<file path="config.mk">
export PLATFORM = sky130hd
export DESIGN_NAME = gecko_reg_scoreboard_flat
export DESIGN_NICKNAME = d
export VERILOG_FILES = /design/src/rtl/gecko_reg_scoreboard.sv /design/src/rtl/gecko_reg_scoreboard_if.sv /design/src/flat_wrapper.sv
export SDC_FILE = /design/constraint.sdc
export NUM_CORES = 1
export LEC_CHECK = 0
export ABC_AREA = 1
export CORE_MARGIN = 4
export CORE_UTILIZATION = 65
export CTS_BUF_LIST = sky130_fd_sc_hd__clkbuf_2 sky130_fd_sc_hd__clkbuf_4 sky130_fd_sc_hd__clkbuf_8
export CTS_CLUSTER_SIZE = 30
export DETAILED_ROUTE_END_ITERATION = 8
export DONT_BUFFER_PORTS = 1
export PLACE_DENSITY = 0.85
export RECOVER_POWER = 25
export SLEW_MARGIN = 20
export SYNTH_ARGS = -nofsm -noshare
export SYNTH_HDL_FRONTEND = slang
export SYNTH_SLANG_ARGS = --single-unit
</file>
<file path="constraint.sdc">
create_clock -name clk -period 3.51 [get_ports clk]
set_clock_uncertainty 0.1 [all_clocks]
set_input_delay 0.1755 -clock clk [delete_from_list [all_inputs] [get_ports clk]]
set_output_delay 0.1755 -clock clk [all_outputs]
set_load 0.02 [all_outputs]
</file>
<file path="src/rtl/gecko_reg_scoreboard.sv">
// Register scoreboard: per-register pending-write counters with saturating
// protocol checks, execute-forwarding tracking and zero-cycle operand lookup.
package gecko_reg_scoreboard_pkg;
  typedef enum logic [1:0] {
    GECKO_REG_STATUS_VALID   = 2'd0,
    GECKO_REG_STATUS_PENDING = 2'd1,
    GECKO_REG_STATUS_FULL    = 2'd2
  } gecko_reg_status_t;
endpackage

module gecko_reg_scoreboard
  import gecko_reg_scoreboard_pkg::*;
#(
  parameter int COUNTER_WIDTH = 2
) (
  input  logic                     clk,
  input  logic                     rst,
  gecko_reg_scoreboard_if.slave    sb,
  output gecko_reg_status_t        reg_status [32]
);

  localparam int NUM_REGS = 32;
  localparam logic [COUNTER_WIDTH-1:0] CNT_ZERO = {COUNTER_WIDTH{1'b0}};
  localparam logic [COUNTER_WIDTH-1:0] CNT_MAX  = {COUNTER_WIDTH{1'b1}};
  localparam logic [COUNTER_WIDTH-1:0] CNT_ONE  = COUNTER_WIDTH'(1'b1);

  logic [COUNTER_WIDTH-1:0] cnt_r      [1:NUM_REGS-1];
  logic [COUNTER_WIDTH-1:0] cnt_next_s [1:NUM_REGS-1];
  logic [NUM_REGS-1:1]      issue_hit_s;
  logic [NUM_REGS-1:1]      wb_hit_s;
  logic                     drop_s;
  logic [4:0]               saved_r;
  logic [4:0]               saved_next_s;
  logic                     error_r;
  gecko_reg_status_t        status_s [NUM_REGS];

  function automatic gecko_reg_status_t status_of(input logic [COUNTER_WIDTH-1:0] c);
    if (c == CNT_ZERO) begin
      return GECKO_REG_STATUS_VALID;
    end else if (c == CNT_MAX) begin
      return GECKO_REG_STATUS_FULL;
    end else begin
      return GECKO_REG_STATUS_PENDING;
    end
  endfunction

  // Decode which register (x1..x31) the issue and writeback ports address.
  always_comb begin
    issue_hit_s = '0;
    wb_hit_s    = '0;
    for (int i = 1; i < NUM_REGS; i++) begin
      issue_hit_s[i] = sb.issue_valid && (sb.issue_rd == 5'(i));
      wb_hit_s[i]    = sb.wb_valid && (sb.wb_rd == 5'(i));
    end
  end

  // Next counter values; overflowing issues and underflowing writebacks are dropped and flagged.
  always_comb begin
    cnt_next_s = cnt_r;
    drop_s     = 1'b0;
    for (int i = 1; i < NUM_REGS; i++) begin
      if (issue_hit_s[i] && wb_hit_s[i]) begin
        cnt_next_s[i] = cnt_r[i];
      end else if (issue_hit_s[i]) begin
        if (cnt_r[i] == CNT_MAX) begin
          drop_s = 1'b1;
        end else begin
          cnt_next_s[i] = cnt_r[i] + CNT_ONE;
        end
      end else if (wb_hit_s[i]) begin
        if (cnt_r[i] == CNT_ZERO) begin
          drop_s = 1'b1;
        end else begin
          cnt_next_s[i] = cnt_r[i] - CNT_ONE;
        end
      end else begin
        cnt_next_s[i] = cnt_r[i];
      end
    end
  end

  // Execute holds the value of the last issued forwardable op; any other issue invalidates it.
  always_comb begin
    saved_next_s = saved_r;
    if (sb.issue_valid) begin
      if (sb.issue_forwardable) begin
        saved_next_s = sb.issue_rd;
      end else begin
        saved_next_s = 5'd0;
      end
    end else begin
      saved_next_s = saved_r;
    end
  end

  // State registers with synchronous reset; the error flag is sticky.
  always_ff @(posedge clk) begin
    if (rst) begin
      for (int i = 1; i < NUM_REGS; i++) begin
        cnt_r[i] <= CNT_ZERO;
      end
      saved_r <= 5'd0;
      error_r <= 1'b0;
    end else begin
      cnt_r   <= cnt_next_s;
      saved_r <= saved_next_s;
      error_r <= error_r | drop_s;
    end
  end

  // Status decode straight from the registered counters; x0 is hardwired valid.
  always_comb begin
    status_s[0] = GECKO_REG_STATUS_VALID;
    for (int i = 1; i < NUM_REGS; i++) begin
      status_s[i] = status_of(cnt_r[i]);
    end
  end

  assign reg_status           = status_s;
  assign sb.execute_saved_reg = saved_r;
  assign sb.error             = error_r;

  // Lookups see only registered state, never the same-cycle issue/writeback.
  assign sb.rs1_ready = (sb.query_rs1 == 5'd0) || (sb.query_rs1 == saved_r) ||
                        (status_s[sb.query_rs1] == GECKO_REG_STATUS_VALID);
  assign sb.rs2_ready = (sb.query_rs2 == 5'd0) || (sb.query_rs2 == saved_r) ||
                        (status_s[sb.query_rs2] == GECKO_REG_STATUS_VALID);
  assign sb.rd_ready  = (sb.query_rd == 5'd0) ||
                        (status_s[sb.query_rd] != GECKO_REG_STATUS_FULL);

endmodule

</file>
<file path="src/rtl/gecko_reg_scoreboard_if.sv">
// Decode <-> register scoreboard bus: issue/writeback notifications,
// operand queries and the availability answers returned to decode.
interface gecko_reg_scoreboard_if;
  logic       issue_valid;
  logic [4:0] issue_rd;
  logic       issue_forwardable;
  logic       wb_valid;
  logic [4:0] wb_rd;
  logic [4:0] query_rs1;
  logic [4:0] query_rs2;
  logic [4:0] query_rd;
  logic [4:0] execute_saved_reg;
  logic       rs1_ready;
  logic       rs2_ready;
  logic       rd_ready;
  logic       error;

  modport master (
    output issue_valid, issue_rd, issue_forwardable, wb_valid, wb_rd,
           query_rs1, query_rs2, query_rd,
    input  execute_saved_reg, rs1_ready, rs2_ready, rd_ready, error
  );

  modport slave (
    input  issue_valid, issue_rd, issue_forwardable, wb_valid, wb_rd,
           query_rs1, query_rs2, query_rd,
    output execute_saved_reg, rs1_ready, rs2_ready, rd_ready, error
  );
endinterface

</file>
<file path="src/flat_wrapper.sv">
// flat-port wrapper written by rule: the top's interface ports become plain ports
module gecko_reg_scoreboard_flat import gecko_reg_scoreboard_pkg::*;
#(
  parameter int COUNTER_WIDTH = 2
)
  (clk, rst, reg_status, sb_issue_valid, sb_issue_rd, sb_issue_forwardable, sb_wb_valid, sb_wb_rd, sb_query_rs1, sb_query_rs2, sb_query_rd, sb_execute_saved_reg, sb_rs1_ready, sb_rs2_ready, sb_rd_ready, sb_error);
  gecko_reg_scoreboard_if sb_i ();
  input  logic clk;
  input  logic rst;
  output gecko_reg_status_t reg_status[32];
  input wire logic [$bits(sb_i.issue_valid)-1:0] sb_issue_valid;
  input wire logic [$bits(sb_i.issue_rd)-1:0] sb_issue_rd;
  input wire logic [$bits(sb_i.issue_forwardable)-1:0] sb_issue_forwardable;
  input wire logic [$bits(sb_i.wb_valid)-1:0] sb_wb_valid;
  input wire logic [$bits(sb_i.wb_rd)-1:0] sb_wb_rd;
  input wire logic [$bits(sb_i.query_rs1)-1:0] sb_query_rs1;
  input wire logic [$bits(sb_i.query_rs2)-1:0] sb_query_rs2;
  input wire logic [$bits(sb_i.query_rd)-1:0] sb_query_rd;
  output wire logic [$bits(sb_i.execute_saved_reg)-1:0] sb_execute_saved_reg;
  output wire logic [$bits(sb_i.rs1_ready)-1:0] sb_rs1_ready;
  output wire logic [$bits(sb_i.rs2_ready)-1:0] sb_rs2_ready;
  output wire logic [$bits(sb_i.rd_ready)-1:0] sb_rd_ready;
  output wire logic [$bits(sb_i.error)-1:0] sb_error;
  assign sb_i.issue_valid = sb_issue_valid;
  assign sb_i.issue_rd = sb_issue_rd;
  assign sb_i.issue_forwardable = sb_issue_forwardable;
  assign sb_i.wb_valid = sb_wb_valid;
  assign sb_i.wb_rd = sb_wb_rd;
  assign sb_i.query_rs1 = sb_query_rs1;
  assign sb_i.query_rs2 = sb_query_rs2;
  assign sb_i.query_rd = sb_query_rd;
  assign sb_execute_saved_reg = sb_i.execute_saved_reg;
  assign sb_rs1_ready = sb_i.rs1_ready;
  assign sb_rs2_ready = sb_i.rs2_ready;
  assign sb_rd_ready = sb_i.rd_ready;
  assign sb_error = sb_i.error;
  gecko_reg_scoreboard #(.COUNTER_WIDTH(COUNTER_WIDTH)) u_core (.clk(clk), .rst(rst), .sb(sb_i), .reg_status(reg_status));
endmodule
</file>
==> impl_results.html <==
<table>
<tr><th>Metric</th><th>Value</th></tr>
<tr><th colspan="2">Outcome</th></tr>
<tr><td>Run status</td><td>complete, no violations</td></tr>
<tr><th colspan="2">Cells and area</th></tr>
<tr><td>Non-filler instance count after layout</td><td>1,270</td></tr>
<tr><td>Most frequent cells in the layout</td><td>258 x sky130_fd_sc_hd__nand2_1, 191 x sky130_fd_sc_hd__inv_1, 117 x sky130_fd_sc_hd__nand3_1</td></tr>
<tr><td>FILL cells</td><td>945</td></tr>
<tr><td>Commonest non-fill, non-tap cell in the layout</td><td>sky130_fd_sc_hd__nand2_1</td></tr>
<tr><td>Area grow syn2layout</td><td>5.731%</td></tr>
<tr><td>Area occupied by registers</td><td>1361 um^2</td></tr>
<tr><td>Net count reported at finish</td><td>1,253</td></tr>
<tr><td>Final std cell area, no fill</td><td>7271 um^2</td></tr>
<tr><td>Fraction of layout cells with a size suffix above 1</td><td>0.02557</td></tr>
<tr><td>Flip-flop count of the largest register, all copies and words added</td><td>62</td></tr>
<tr><td>Multi-input logic area</td><td>4672 um^2</td></tr>
<tr><td>Antenna cell count</td><td>0</td></tr>
<tr><th colspan="2">Power</th></tr>
<tr><td>Total net switching power</td><td>0.5064 mW</td></tr>
<tr><td>Portion of total power attributed to combinational logic</td><td>0.127</td></tr>
<tr><td>P per Cell Area</td><td>243.0 nW/um^2</td></tr>
<tr><td>Power Internal</td><td>1.260 mW</td></tr>
<tr><td>Overall power of the completed layout</td><td>1.766 mW</td></tr>
<tr><td>Switching fraction of total power</td><td>0.2867</td></tr>
<tr><td>Lkg Pwr</td><td>3.836 nW</td></tr>
<tr><td>Share of power burned in the clock network</td><td>0.428</td></tr>
<tr><td>Share of power burned in registers</td><td>0.445</td></tr>
<tr><td>Worst vdd ir</td><td>0.2585 mV</td></tr>
<tr><th colspan="2">Route</th></tr>
<tr><td>Met1 layer wirelength in the final routing</td><td>8843 um</td></tr>
<tr><td>Via count normalized by instance count</td><td>5.862</td></tr>
<tr><td>Number of DRC violations after detailed-routing iteration 0</td><td>830</td></tr>
<tr><td>Routed WL</td><td>21,890 um</td></tr>
<tr><td>Met2 WL</td><td>9436 um</td></tr>
<tr><td>Met3 routed wirelength</td><td>2723 um</td></tr>
<tr><td>Top sig layer</td><td>met4</td></tr>
<tr><td>Post-route ant nets</td><td>0</td></tr>
<tr><td>Vias</td><td>7,445</td></tr>
<tr><td>First-pass iteration count of the detailed router</td><td>6</td></tr>
<tr><td># DRC</td><td>0</td></tr>
<tr><td>Routed wire length per instance</td><td>17.23 um</td></tr>
<tr><th colspan="2">Setup path</th></tr>
<tr><td>Category of the most critical setup path</td><td>reg2out</td></tr>
<tr><td>CP arrival</td><td>2390 ps</td></tr>
<tr><td>Kind of capture point of the worst setup path</td><td>output port</td></tr>
<tr><td>Required time of the worst setup path</td><td>3230 ps</td></tr>
<tr><td>R2r worst-path depth</td><td>9</td></tr>
<tr><td>Destination of the worst register-to-register timing path</td><td>u_core.sb.error</td></tr>
<tr><td>Highest net fanout along the worst path</td><td>4</td></tr>
<tr><td>Register-to-Register Setup Slack</td><td>1690 ps</td></tr>
<tr><td>Element type at the critical path start</td><td>register</td></tr>
<tr><td>Reg-to-reg startpoint</td><td>u_core.cnt_r[35]</td></tr>
<tr><th colspan="2">Logic synthesis</th></tr>
<tr><td>Cell type with the largest total area after synthesis</td><td>sky130_fd_sc_hd__dfxtp_1</td></tr>
<tr><td>Synth area leaders</td><td>sky130_fd_sc_hd__dfxtp_1 20%, sky130_fd_sc_hd__ha_1 17%, sky130_fd_sc_hd__nand2_1 14%, sky130_fd_sc_hd__inv_1 10%, sky130_fd_sc_hd__nand3_1 8.5%</td></tr>
<tr><td>Part of the Yosys area used for sequential elements</td><td>0.1980</td></tr>
<tr><td>Distinct cell type count after synthesis</td><td>35</td></tr>
<tr><td>Dominant register cell in the synthesized netlist</td><td>sky130_fd_sc_hd__dfxtp_1</td></tr>
<tr><td>Cells after synthesis</td><td>1,128</td></tr>
<tr><td>Number of flip-flops and latches in the synthesized netlist</td><td>68</td></tr>
<tr><td>Yosys warning total</td><td>0</td></tr>
<tr><td>Area share of the largest cell type after synthesis</td><td>0.1980</td></tr>
<tr><td>Post-Synthesis Mean Instance Area</td><td>6.096 um^2</td></tr>
<tr><td>Mapped cell area</td><td>6877 um^2</td></tr>
<tr><td>Proportion of register bits with asynchronous set or reset after synthesis</td><td>0</td></tr>
<tr><td>Number of enable flip-flop cells after synthesis</td><td>0</td></tr>
<tr><th colspan="2">Floorplanning</th></tr>
<tr><td>Die W</td><td>110.9 um</td></tr>
<tr><td>Overall die height</td><td>110.9 um</td></tr>
<tr><td>Floorplan Core Area</td><td>10,320 um^2</td></tr>
<tr><td>Num ports</td><td>103</td></tr>
<tr><td>Die Area</td><td>12,290 um^2</td></tr>
<tr><td>Standard-cell rows</td><td>37</td></tr>
<tr><td>Initial core utilization</td><td>0.6661</td></tr>
<tr><th colspan="2">Min path</th></tr>
<tr><td>Origin of the worst min-delay path</td><td>sb_issue_rd[4]</td></tr>
<tr><td>Cell depth of the worst hold path</td><td>5</td></tr>
<tr><td>Class of the most critical hold timing path</td><td>in2reg</td></tr>
<tr><td>End point of the most critical hold path</td><td>u_core.cnt_r[36]</td></tr>
<tr><th colspan="2">Place</th></tr>
<tr><td>PortBufs</td><td>0</td></tr>
<tr><td>Area of placed instances</td><td>6947 um^2</td></tr>
<tr><td>Post-placement cell count</td><td>1,244</td></tr>
<tr><td>Final RePlAce weighted congestion</td><td>1.040</td></tr>
<tr><td>HPWL reported at the end of detailed placement</td><td>17,170 um</td></tr>
<tr><th colspan="2">Timing</th></tr>
<tr><td>Tcrit/Tclk final</td><td>0.7581</td></tr>
<tr><td>Number of pins with negative max-slew slack in the final report</td><td>0</td></tr>
<tr><td>Shortest period the worst path allows</td><td>2661 ps</td></tr>
<tr><td>Setup violations, final</td><td>0</td></tr>
<tr><td>Setup repair after global routing missed its margin</td><td>false</td></tr>
<tr><td>Hold WS</td><td>226.3 ps</td></tr>
<tr><td>Accumulated negative setup slack</td><td>0 ps</td></tr>
<tr><td>Worst max-slew margin expressed relative to the limit</td><td>0.4275</td></tr>
<tr><td>Pin slew with the least headroom to its limit</td><td>857.8 ps</td></tr>
<tr><td>Hold violation total from the final report</td><td>0</td></tr>
<tr><td>F_max</td><td>0.3758 GHz</td></tr>
<tr><th colspan="2">Global routing</th></tr>
<tr><td>First-pass GRT wire length</td><td>34,510 um</td></tr>
<tr><td>Vias in the first global route</td><td>6,673</td></tr>
<tr><td>Pin count of the biggest net entering global routing</td><td>32</td></tr>
<tr><td>Aggregate global routing overflow</td><td>0</td></tr>
<tr><td>Antenna violations before repair</td><td>0</td></tr>
<tr><td>Global Route Usage Sum</td><td>0.3492</td></tr>
<tr><th colspan="2">Clock network</th></tr>
<tr><td>Clock tree from TritonCTS</td><td>yes</td></tr>
<tr><td>Deepest clock path buffer count</td><td>2</td></tr>
<tr><td>Resized cells post-CTS</td><td>0</td></tr>
<tr><td>Depth of the CTS H-tree</td><td>3</td></tr>
<tr><td>Post-CTS setup repair buffer count</td><td>0</td></tr>
<tr><td>Clock net sink count</td><td>68</td></tr>
<tr><td>TritonCTS buffer count</td><td>9</td></tr>
<tr><td>Clock network latency to the later pin of the worst-skew pair</td><td>370 ps</td></tr>
<tr><td>Hold buffers post-CTS</td><td>10</td></tr>
<tr><td>Clock transition time at the flip-flop clock pins of the worst setup and hold paths</td><td>80 ps</td></tr>
<tr><td>Root Buffer</td><td>sky130_fd_sc_hd__clkbuf_8</td></tr>
<tr><th colspan="2">Flow run</th></tr>
<tr><td>Count of maximum capacitance violations</td><td>0</td></tr>
</table>
## power groups by stage
stage | clock (mW) | combinational (mW) | sequential [mW]
after global routing | 0.788 | 0.245 | 0.787
after floorplan | 0 | 0.164 | 0.802
final | 0.756 | 0.225 | 0.786
after global placement | 0 | 0.203 | 0.804
after CTS | 0.759 | 0.214 | 0.786
after detailed placement | 0 | 0.203 | 0.804
## cells in the mapped netlist, types with 2 or more instances
cell type / n
sky130_fd_sc_hd__a221oi_1: 3
sky130_fd_sc_hd__a31oi_1: 9
sky130_fd_sc_hd__buf_4: 2
sky130_fd_sc_hd__or2_2: 7
sky130_fd_sc_hd__nand3_1: 117
sky130_fd_sc_hd__nor3_1: 20
sky130_fd_sc_hd__ha_1: 94
sky130_fd_sc_hd__a21oi_1: 96
sky130_fd_sc_hd__o21ai_0: 91
sky130_fd_sc_hd__nor3b_1: 4
sky130_fd_sc_hd__o22ai_1: 4
sky130_fd_sc_hd__nand3b_1: 9
sky130_fd_sc_hd__nand4_1: 9
sky130_fd_sc_hd__o31ai_1: 5
sky130_fd_sc_hd__o311ai_0: 5
sky130_fd_sc_hd__nand2_1: 258
sky130_fd_sc_hd__o2111ai_1: 2
sky130_fd_sc_hd__inv_2: 4
sky130_fd_sc_hd__buf_2: 3
sky130_fd_sc_hd__inv_1: 191
sky130_fd_sc_hd__xnor2_1: 2
sky130_fd_sc_hd__clkbuf_1: 15
sky130_fd_sc_hd__o211ai_1: 5
sky130_fd_sc_hd__xor2_1: 7
sky130_fd_sc_hd__nor2_1: 89
sky130_fd_sc_hd__dfxtp_1: 68
## worst max path at each step
stage | cells past startpoint | startpoint | to
2_1_floorplan | 10 | u_core.cnt_r[36] | sb_rs2_ready
3_3_place_gp | 6 | u_core.cnt_r[60] | sb_rd_ready
3_5_place_dp | 6 | u_core.cnt_r[60] | sb_rd_ready
4_1_cts | 10 | u_core.cnt_r[48] | sb_rs1_ready
5_1_grt | 10 | u_core.cnt_r[48] | sb_rs1_ready
6_report | 10 | u_core.cnt_r[48] | sb_rs1_ready
## cells by family (layout without fill, tap and decap cells)
kind of cell | Yosys count | count (layout) | share of synthesized area
and+or+nand+nor | 515 | 515 | 0.3204
AOI/OAI and AO/OA | 223 | 223 | 0.1754
buffers and inverters | 218 | 223 | 0.1232
adders and majority gates | 94 | 94 | 0.1710
DFF | 68 | 68 | 0.1980
xor gates and xnor gates | 9 | 9 | 0.01146
other | 1 | 2 | 0.0005453
## stage by stage
| stage | utilization | setup slack [ps] |
|---|---|---|
| final | 0.7043 | 848.9 |
| after global routing | 0.7043 | 748.2 |
| after CTS | 0.7043 | 919.7 |
| after detailed placement | 0.6729 | 1305 |
| after global placement | 0.6729 | 1288 |
| after floorplan | - | 1535 |
## per-layer routing
layer  vias to the layer above  global-route usage
li1                       3700                   -
met1                      3270              0.4474
met2                       396              0.5356
met3                        79              0.1141
met4                         0              0.1527
met5                         -                   0
## cell type report
type                    count  area share
flip-flops and latches     68      0.1872
repair buffers             11     0.01480
well taps                 136     0.02340
multi-input cells         843      0.6426
clock buffers              10     0.01893
inverters                 196      0.1012
clock inverters             6     0.01187
## critical path, stage by stage, from the launching register on
cell and delay, ps:
sky130_fd_sc_hd__dfxtp_1 370, sky130_fd_sc_hd__inv_1 90, sky130_fd_sc_hd__ha_1 450, sky130_fd_sc_hd__a21oi_1 210, sky130_fd_sc_hd__o21ai_0 90, sky130_fd_sc_hd__and3_1 140, sky130_fd_sc_hd__o21ai_0 200, sky130_fd_sc_hd__nand3_1 100
sky130_fd_sc_hd__nand2_1 70, sky130_fd_sc_hd__nand2_1 50, sky130_fd_sc_hd__nand3_1 250
Note: power is estimated with default switching activity, not from simulation.
